--- src/rtl/mdu_pkg.sv ---
// Shared types and constants for the multiply/divide unit (MDU) datapath.
// Holds the FSM state enum, operand width, iteration count and sign helpers.
package mdu_pkg;

  localparam int WIDTH      = 32;
  localparam int ITER_COUNT = 32;
  localparam int CNT_W      = $clog2(ITER_COUNT);

  localparam logic [CNT_W-1:0] CNT_LAST = CNT_W'(ITER_COUNT - 1);

  typedef enum logic [1:0] {
    IDLE = 2'd0,
    RUN  = 2'd1,
    DONE = 2'd2
  } mdu_state_e;

  // Magnitude of a two's-complement word; -2^(W-1) maps to 2^(W-1) unsigned.
  function automatic logic [WIDTH-1:0] mag_of(input logic [WIDTH-1:0] v,
                                              input logic             use_sign);
    logic [WIDTH-1:0] r;
    if (use_sign && v[WIDTH-1]) begin
      r = ~v + WIDTH'(1);
    end else begin
      r = v;
    end
    return r;
  endfunction

  function automatic logic [2*WIDTH-1:0] neg2w(input logic [2*WIDTH-1:0] v);
    return ~v + (2*WIDTH)'(1);
  endfunction

endpackage

--- src/rtl/mdu_sign_fix.sv ---
// Sign pre/post-processing shared by the sequential multiplier and divider:
// operand magnitudes, result sign, and conditional double-width negate.
module mdu_sign_fix
  import mdu_pkg::*;
(
  input  logic                 is_signed,
  input  logic [WIDTH-1:0]     a,
  input  logic [WIDTH-1:0]     b,
  output logic [WIDTH-1:0]     a_mag,
  output logic [WIDTH-1:0]     b_mag,
  output logic                 neg_res,
  input  logic [2*WIDTH-1:0]   mag_in,
  input  logic                 neg_in,
  output logic [2*WIDTH-1:0]   res_out
);

  assign a_mag   = mag_of(a, is_signed);
  assign b_mag   = mag_of(b, is_signed);
  assign neg_res = is_signed & (a[WIDTH-1] ^ b[WIDTH-1]);
  assign res_out = neg_in ? neg2w(mag_in) : mag_in;

endmodule

--- src/rtl/mul32_seq.sv ---
// 32x32 -> 64 shift-add multiplier, one partial product per cycle.
// Fixed 33-cycle latency from accepted start to the single-cycle done pulse.
module mul32_seq
  import mdu_pkg::*;
(
  input  logic             clk,
  input  logic             rst,
  input  logic             start,
  input  logic             is_signed,
  input  logic [WIDTH-1:0] a,
  input  logic [WIDTH-1:0] b,
  output logic             busy,
  output logic             done,
  output logic [WIDTH-1:0] hi,
  output logic [WIDTH-1:0] lo
);

  mdu_state_e            state_q, state_d;
  logic [CNT_W-1:0]      cnt_q, cnt_d;
  logic [2*WIDTH-1:0]    acc_q, acc_d;
  logic [WIDTH-1:0]      mcand_q, mcand_d;
  logic [WIDTH-1:0]      mplier_q, mplier_d;
  logic                  neg_q, neg_d;
  logic                  busy_q, busy_d;
  logic                  done_q, done_d;
  logic [WIDTH-1:0]      hi_q, hi_d;
  logic [WIDTH-1:0]      lo_q, lo_d;

  logic [WIDTH-1:0]      a_mag_s, b_mag_s;
  logic                  neg_s;
  logic [2*WIDTH-1:0]    prod_s;
  logic [WIDTH-1:0]      addend_s;
  logic [WIDTH:0]        sum_s;

  mdu_sign_fix u_sign_fix (
    .is_signed (is_signed),
    .a         (a),
    .b         (b),
    .a_mag     (a_mag_s),
    .b_mag     (b_mag_s),
    .neg_res   (neg_s),
    .mag_in    (acc_q),
    .neg_in    (neg_q),
    .res_out   (prod_s)
  );

  // State register; reset wins over a coincident start.
  always_ff @(posedge clk) begin
    if (rst) begin
      state_q <= IDLE;
    end else begin
      state_q <= state_d;
    end
  end

  // Next-state logic.
  always_comb begin
    state_d = state_q;
    case (state_q)
      IDLE: begin
        if (start) begin
          state_d = RUN;
        end else begin
          state_d = IDLE;
        end
      end
      RUN: begin
        if (cnt_q == CNT_LAST) begin
          state_d = DONE;
        end else begin
          state_d = RUN;
        end
      end
      DONE:    state_d = IDLE;
      default: state_d = IDLE;
    endcase
  end

  // Datapath: operand capture in IDLE, one add/shift iteration per RUN cycle.
  always_comb begin
    cnt_d    = cnt_q;
    acc_d    = acc_q;
    mcand_d  = mcand_q;
    mplier_d = mplier_q;
    neg_d    = neg_q;
    addend_s = mplier_q[0] ? mcand_q : {WIDTH{1'b0}};
    // Carry of the upper-half add lands in the MSB after the shift.
    sum_s    = {1'b0, acc_q[2*WIDTH-1:WIDTH]} + {1'b0, addend_s};
    case (state_q)
      IDLE: begin
        if (start) begin
          mcand_d  = a_mag_s;
          mplier_d = b_mag_s;
          neg_d    = neg_s;
          cnt_d    = {CNT_W{1'b0}};
          acc_d    = {(2*WIDTH){1'b0}};
        end else begin
          cnt_d    = cnt_q;
        end
      end
      RUN: begin
        acc_d    = {sum_s, acc_q[WIDTH-1:1]};
        mplier_d = {1'b0, mplier_q[WIDTH-1:1]};
        cnt_d    = cnt_q + CNT_W'(1);
      end
      default: begin
        cnt_d = cnt_q;
      end
    endcase
  end

  // Output logic; hi/lo only change on leaving DONE.
  always_comb begin
    busy_d = (state_d == RUN);
    done_d = (state_q == DONE);
    if (state_q == DONE) begin
      hi_d = prod_s[2*WIDTH-1:WIDTH];
      lo_d = prod_s[WIDTH-1:0];
    end else begin
      hi_d = hi_q;
      lo_d = lo_q;
    end
  end

  // Datapath and registered output flops.
  always_ff @(posedge clk) begin
    if (rst) begin
      cnt_q    <= {CNT_W{1'b0}};
      acc_q    <= {(2*WIDTH){1'b0}};
      mcand_q  <= {WIDTH{1'b0}};
      mplier_q <= {WIDTH{1'b0}};
      neg_q    <= 1'b0;
      busy_q   <= 1'b0;
      done_q   <= 1'b0;
      hi_q     <= {WIDTH{1'b0}};
      lo_q     <= {WIDTH{1'b0}};
    end else begin
      cnt_q    <= cnt_d;
      acc_q    <= acc_d;
      mcand_q  <= mcand_d;
      mplier_q <= mplier_d;
      neg_q    <= neg_d;
      busy_q   <= busy_d;
      done_q   <= done_d;
      hi_q     <= hi_d;
      lo_q     <= lo_d;
    end
  end

  assign busy = busy_q;
  assign done = done_q;
  assign hi   = hi_q;
  assign lo   = lo_q;

endmodule
--- config.mk ---
export PLATFORM = sky130hd
export DESIGN_NAME = mul32_seq
export DESIGN_NICKNAME = d
export VERILOG_FILES = /design/src/rtl/mdu_pkg.sv /design/src/rtl/mdu_sign_fix.sv /design/src/rtl/mul32_seq.sv
export SDC_FILE = /design/constraint.sdc
export NUM_CORES = 1
export LEC_CHECK = 0
export BUFFER_PORTS_ARGS = -buffer_cell sky130_fd_sc_hd__buf_4
export CORE_MARGIN = 5
export CORE_UTILIZATION = 53
export CTS_BUF_LIST = sky130_fd_sc_hd__clkbuf_8 sky130_fd_sc_hd__clkbuf_16
export DETAILED_ROUTE_END_ITERATION = 8
export GPL_TIMING_DRIVEN = 0
export PLACE_DENSITY = 0.76
export SETUP_SLACK_MARGIN = 0.15
export SLEW_MARGIN = 20
export SYNTH_ARGS = -nofsm -noshare
export SYNTH_HDL_FRONTEND = slang
export SYNTH_SLANG_ARGS = --single-unit
--- constraint.sdc ---
create_clock -name clk -period 2.9 [get_ports clk]
set_input_delay 0 -clock clk [delete_from_list [all_inputs] [get_ports clk]]
set_output_delay 0 -clock clk [all_outputs]
set_load 0.005 [all_outputs]
# Word-level counts from Yosys, hierarchy flattened

Index checks and enable logic that the tools add are counted.

ROM bits: 0
Bits in registers: 202
Latch bits: 0
Bits in writable memories: 0
Memories kept: 0
Input bits: 68
Word-level logic and storage cells: 44

Order comparisons: 0
Add/subtract/negate cells: 5
Equality and inequality tests: 5
Div/mod/pow operators: 0
Reductions and logical operators: 6
Shift-type cells: 0
$mul: 0
Bitwise operators: 5
Multiplexer cells: 13

Operator list:

| kind                                                 | number |
|---|---|
| two-way mux 32 bit                                   | 4 |
| two-way mux 64 bit                                   | 2 |
| case mux 64 bit (2 select lines)                     | 1 |
| adder 32 x 1 -> 32 bit (second input constant)       | 2 |
| adder 64 x 1 -> 64 bit (second input constant)       | 1 |
| NOT 32 bit                                           | 2 |
| NOT 64 bit                                           | 1 |
| case mux 32 bit (2 select lines)                     | 1 |
| adder 32 x 32 -> 33 bit                              | 1 |
| case mux 5 bit (2 select lines)                      | 1 |
| adder 5 x 1 -> 5 bit (second input constant)         | 1 |
| equality test 5 bit (second input constant)          | 1 |
| two-way mux 5 bit                                    | 1 |
| equality test 2 x 1 -> 1 bit (second input constant) | 2 |
| case mux 2 bit (2 select lines)                      | 1 |
| AND reduction 2 bit                                  | 2 |
| equality test 2 bit (second input constant)          | 1 |
| logical AND 1 bit                                    | 2 |
| logical NOT 2 bit                                    | 1 |
| two-way mux 2 bit                                    | 1 |
| != test 2 bit (second input constant)                | 1 |
| nonzero test 2 bit                                   | 1 |
| bitwise AND 1 bit                                    | 1 |
| two-way mux 1 bit                                    | 1 |
| XOR 1 bit                                            | 1 |

# Depth between registers and ports, before layout

Depth after elaboration: 5
Depth in mapped cells: 12

# Cells and area by module

Synthesis repeated with hierarchy kept, for this count alone.

Cells, all modules: 1612
Area total of the unflattened synthesis: 12119.1 sq um

By module, submodules not included:

| module       | times used | cells an instance | area an instance (sq um) |
|---|---|---|---|
| mul32_seq    | 1          | 1204              | 9310.2 |
| mdu_sign_fix | 1          | 408               | 2808.9 |

# Least setup slack after synthesis

No wires, ideal clock.

Path kind: reg-to-reg
Start point: reg mplier_q[0]
End point: reg acc_q[59]
Cell stages (with the launch flop): 13
Data required time: 2.783 ns
Arrival: 3.045 ns
Library setup time: 0.117 ns
Path slack: -0.263 ns
Path buffers: 1
Cells stage by stage: dfxtp_1 -> clkbuf_1 -> and2_1 -> ha_1 -> inv_1 -> fa_1 -> nor2b_1 -> o2111ai_1 -> a2111oi_2 -> nor3_1 -> nor4_1 -> o21ai_0 -> a32o_1

Cells in the longest elaborated chain, start to end: 3

RTL lines:

| element                          | line             | source |
|---|---|---|
| start: declaration               | mul32_seq.sv:22  | `logic [WIDTH-1:0] mplier_q, mplier_d;` |
| start signal: assignment         | mul32_seq.sv:131 | `mplier_q <= {WIDTH{1'b0}};` |
| start signal: assignment         | mul32_seq.sv:141 | `mplier_q <= mplier_d;` |
| two-way mux 32 bit               | mul32_seq.sv:86  | `addend_s = mplier_q[0] ? mcand_q : {WIDTH{1'b0}};` |
| adder 32 x 32 -> 33 bit          | mul32_seq.sv:88  | `sum_s = {1'b0, acc_q[2*WIDTH-1:WIDTH]} + {1'b0, addend_s};` |
| case mux 64 bit (2 select lines) | mul32_seq.sv:89  | `case (state_q)` |
| end signal: assignment           | mul32_seq.sv:129 | `acc_q <= {(2*WIDTH){1'b0}};` |
| end: declaration                 | mul32_seq.sv:20  | `logic [2*WIDTH-1:0] acc_q, acc_d;` |

No other way between the ends.
A chain may end at the register's enable or synchronous reset.

# Worst setup path after layout

Start point: in a[8]
End point: reg mcand_q[17]

Cells in the longest elaborated chain, start to end: 3

RTL lines:

| element                | line             | source |
|---|---|---|
| start: declaration     | mul32_seq.sv:10  | `input logic [WIDTH-1:0] a,` |
| NOT 32 bit             | mdu_pkg.sv:22    | `r = ~v + WIDTH'(1);` |
| adder 32 x 1 -> 32 bit | mdu_pkg.sv:22    |  |
| two-way mux 32 bit     | mdu_pkg.sv:21    | `if (use_sign && v[WIDTH-1]) begin` |
| end signal: assignment | mul32_seq.sv:130 | `mcand_q <= {WIDTH{1'b0}};` |
| end signal: assignment | mul32_seq.sv:140 | `mcand_q <= mcand_d;` |
| end: declaration       | mul32_seq.sv:21  | `logic [WIDTH-1:0] mcand_q, mcand_d;` |

No other way between the ends.

==> implementation parameters <==
Parameter                              Value

GRT
  Gr usage total ... 0.261
  Largest net degree at the start of global routing ... 13
  Total gr overflow ... 0
  Vias in the first global route ... 10600
  Global-route wire length before repair ... 53.5 mm
  Initial antenna violation count ... 0

Logic synthesis
  Synthesized instance count ... 1396
  Post-synthesis cell type count ... 65
  Warnings, synthesis ... 0
  Dominant register cell in the synthesized netlist ... sky130_fd_sc_hd__dfxtp_1
  Total standard cell area after synthesis ... 11300 sq um
  Syn nets ... 1502
  Per-instance average area after synthesis ... 8.12 sq um
  Synthesized flop and latch total ... 202
  Async SR Flop Fraction ... 0
  Number of enable flip-flop cells after synthesis ... 0
  Share of the yosys chip area belonging to registers ... 0.357

Critical path
  Count of buffering cells on the critical path with inverters included ... 4
  Worst path cell trace ... dlygate4sd3_1 -> buf_4 -> nor4_2 -> nand4b_1 -> buf_4 -> o31ai_2 -> o21ai_0 -> xor2_1 -> nand2_1 -> a21oi_1 -> dlygate4sd3_1
  Type of the setup path with the least slack ... in -> reg
  Critical Path Fanout Max ... 4
  Standard cell with the maximum stage delay on the critical path ... sky130_fd_sc_hd__dlygate4sd3_1
  Endpoint required time on the critical path ... 3350 ps
  Kind of capture point of the worst setup path ... register
  Data arrival time of the worst path ... 3340 ps
  Critical path launch point type ... input pin
  Category of cells accounting for the largest share of critical-path delay ... buffers and inverters
  Slowest Stage Delay on Critical Path ... 560 ps

Floorplanning
  Chip Height ... 156 microns
  Number of standard-cell rows in the floorplan ... 53
  Core area ... 21000 sq um
  Initial Utilization ... 0.539
  Horizontal die dimension ... 156 microns
  Die Footprint ... 24400 sq um
  Boundary Pins ... 134

Clocking
  Worst-Skew Late Latency ... 500 ps
  CTS sink count ... 202
  H-tree level count ... 1
  Clock-pin slew of the registers on the worst-case setup and hold paths ... 60 ps
  Clk root buf ... sky130_fd_sc_hd__clkbuf_16
  Bufs on Longest Clock Path ... 3
  Clock tree from TritonCTS ... yes
  Number of clock buffers inserted by TritonCTS ... 22

Pwr
  Post-layout total power ... 6.62 mW
  Peak VDD IR ... 0.439 mV
  Pwr dens ... 433 nW/um^2
  P_leak ... 6.06 nW

Layout
  Fraction of final layout cells with drive strength greater than 1 ... 0.195
  Synth-to-layout area growth ... 34.6%
  Count of filler cells inserted in the layout ... 1574
  Final Non-Filler Cells ... 1952
  # nets final ... 1769

Timing
  Final worst clock skew ... 8.57 ps
  Fin. max-slew vios ... 0
  Worst Max-Slew Pin Slew ... 899 ps
  RSZ-0062 raised after global routing ... true
  Final hold vios ... 0
  Worst max-slew margin expressed relative to the limit ... 0.400
  Number of failing setup endpoints in the final timing report ... 0
  Period Utilization, post-route ... 0.998
  Summed negative setup slack over all endpoints ... 0 ps
  Tmin final ... 2890 ps
  Achievable clock frequency ... 0.346 GHz

Hold path
  HP Class ... in -> reg

Run status
  Status ... completed

Placed design
  Number of placed instances with taps included ... 1804
  Count of buffers inserted at the top-level ports ... 133
  Weighted congestion reported at the end of routability-driven placement ... 0.933
  Half-perimeter wire length after placement ... 24.1 mm

Run
  Number of maximum-capacitance constraint violations ... 0

Routing
  1st-iter DRT viols ... 798
  Via count ... 11700
  Drt first pass iters ... 8
  DRC violation count after routing ... 0
  Avg Vias per Cell ... 5.97
  Number of nets with antenna violations after routing ... 0
  Drt total wl ... 35.2 mm
  Routed WL per cell ... 18.0 microns
path summary, 6_finish.rpt:
check               from           end  slack (ps)  cells after the start
max                 a[8]   mcand_q[17]           6                     11
min                 b[9]  mplier_q[10]          30                      5
max reg2reg  mplier_q[0]     acc_q[49]         100                     13
min reg2reg       hi[28]        hi[28]         450                      2
worst register-to-register path: cells and delay by family (launching register included):
| kind | cells | cell delay (ps) |
|---|---|---|
| fa+ha+maj | 2 | 500 |
| simple gates | 3 | 380 |
| compound gates | 4 | 930 |
| buf+inv | 3 | 300 |
| flops | 1 | 380 |
| xor+xnor | 1 | 160 |
layout by cell type, fill, tap and decap left out, types with 57 or more instances in the layout:
cell	count
sky130_fd_sc_hd__nor2_1	202
sky130_fd_sc_hd__dfxtp_1	196
sky130_fd_sc_hd__buf_4	165
sky130_fd_sc_hd__nand2_1	108
sky130_fd_sc_hd__xor2_1	87
sky130_fd_sc_hd__dlygate4sd3_1	73
sky130_fd_sc_hd__clkbuf_1	68
sky130_fd_sc_hd__a211oi_1	65
sky130_fd_sc_hd__o21ai_0	65
sky130_fd_sc_hd__a21oi_1	57
cell usage after synthesis, types with 4 or more instances:
cell type                  number  share of area
sky130_fd_sc_hd__nor2_1       203          0.067
sky130_fd_sc_hd__dfxtp_1      202           0.36
sky130_fd_sc_hd__nand2_1      109          0.036
sky130_fd_sc_hd__xor2_1        90          0.070
sky130_fd_sc_hd__o21ai_0       82          0.036
sky130_fd_sc_hd__clkbuf_1      79          0.026
sky130_fd_sc_hd__a211oi_1      69          0.046
sky130_fd_sc_hd__a21oi_1       63          0.028
sky130_fd_sc_hd__xnor2_1       50          0.039
sky130_fd_sc_hd__a22oi_1       46          0.030
sky130_fd_sc_hd__and2_1        38          0.021
sky130_fd_sc_hd__ha_1          37          0.041
sky130_fd_sc_hd__o31ai_1       31          0.021
sky130_fd_sc_hd__a222oi_1      27          0.024
sky130_fd_sc_hd__inv_1         26         0.0086
sky130_fd_sc_hd__nor3_1        24          0.011
sky130_fd_sc_hd__or3_1         23          0.013
sky130_fd_sc_hd__nand3_1       16         0.0071
sky130_fd_sc_hd__a21o_1        15         0.0099
sky130_fd_sc_hd__nand4_1       13         0.0072
sky130_fd_sc_hd__or4_1         12         0.0079
sky130_fd_sc_hd__a31oi_1       11         0.0061
sky130_fd_sc_hd__nand2b_1      11         0.0061
sky130_fd_sc_hd__nor4_1        11         0.0061
sky130_fd_sc_hd__o41ai_1       11         0.0085
sky130_fd_sc_hd__nor2b_1       10         0.0055
sky130_fd_sc_hd__buf_1          9         0.0030
sky130_fd_sc_hd__o21a_1         7         0.0046
sky130_fd_sc_hd__nand4b_1       5         0.0039
sky130_fd_sc_hd__and3_1         4         0.0022
sky130_fd_sc_hd__o21bai_1       4         0.0026
sky130_fd_sc_hd__o311ai_0       4         0.0031
area by class of cell:
type / count / area (sq um) / area share
inverters: 26 / 97.6 / 0.00639
plain buffers: 91 / 392 / 0.0257
multi-input cells: 1077 / 7600 / 0.498
clock buffers: 30 / 672 / 0.0440
flip-flops and latches: 202 / 4060 / 0.266
clock inverters: 7 / 53.8 / 0.00353
well taps: 275 / 344 / 0.0225
repair buffers: 243 / 2040 / 0.134
diodes: 1 / 2.50 / 0.000164
power by group:
part	total (mW)	internal, mW	leakage (nW)	switching (mW)
clock	2.77	1.69	0.378	1.09
sequential	2.92	2.86	1.64	0.0603
combinational	0.925	0.396	4.04	0.529
total	6.62	4.94	6.06	1.68
logic make-up (layout without fill, tap and decap cells):
group	after synthesis	after routing	share of synthesized area
flops	202	202	0.357
mux	1	1	0.000883
compound gates	401	401	0.245
fa+ha+maj	38	38	0.0426
xor+xnor	140	140	0.108
other cells	0	1	0
simple gates	497	497	0.208
buf+inv	117	397	0.0391
repair_timing:
item,in CTS,in global routing
endpoints found under the hold margin,63,0
hold buffers,73,0
pin swaps,19,40
endpoints found under the setup margin,40,54
buffers inserted,17,20
gates resized for setup,67,111
per-layer routing:
layer,GRT usage,routed length [microns],vias to the layer above,part of all wire
met5,0,0,-,0
met4,0.0636,886,0,0.025
met3,0.0415,3050,93,0.087
met2,0.423,16200,549,0.46
met1,0.367,15000,5411,0.43
li1,-,-,5600,-
through the flow:
stage	utilization	worst slack [ps]	instance area, sq um	hold WS (ps)
2_1_floorplan	-	149	11400	136
3_3_place_gp	0.605	-383	12700	291
3_5_place_dp	0.605	-378	12700	297
4_1_cts	0.697	66.5	14600	8.61
5_1_grt	0.726	-49.1	15300	36.3
6_report	0.726	6.13	15300	26.2
registers in the layout, indices dropped and copies added, names as in the netlist:
signal,cells
lo,32
neg_q,1
busy,1
state_q,2
hi,32
mplier_q,32
cnt_q,5
done,1
acc_q,64
mcand_q,32
No activity file was read; power rests on OpenSTA's default activity.
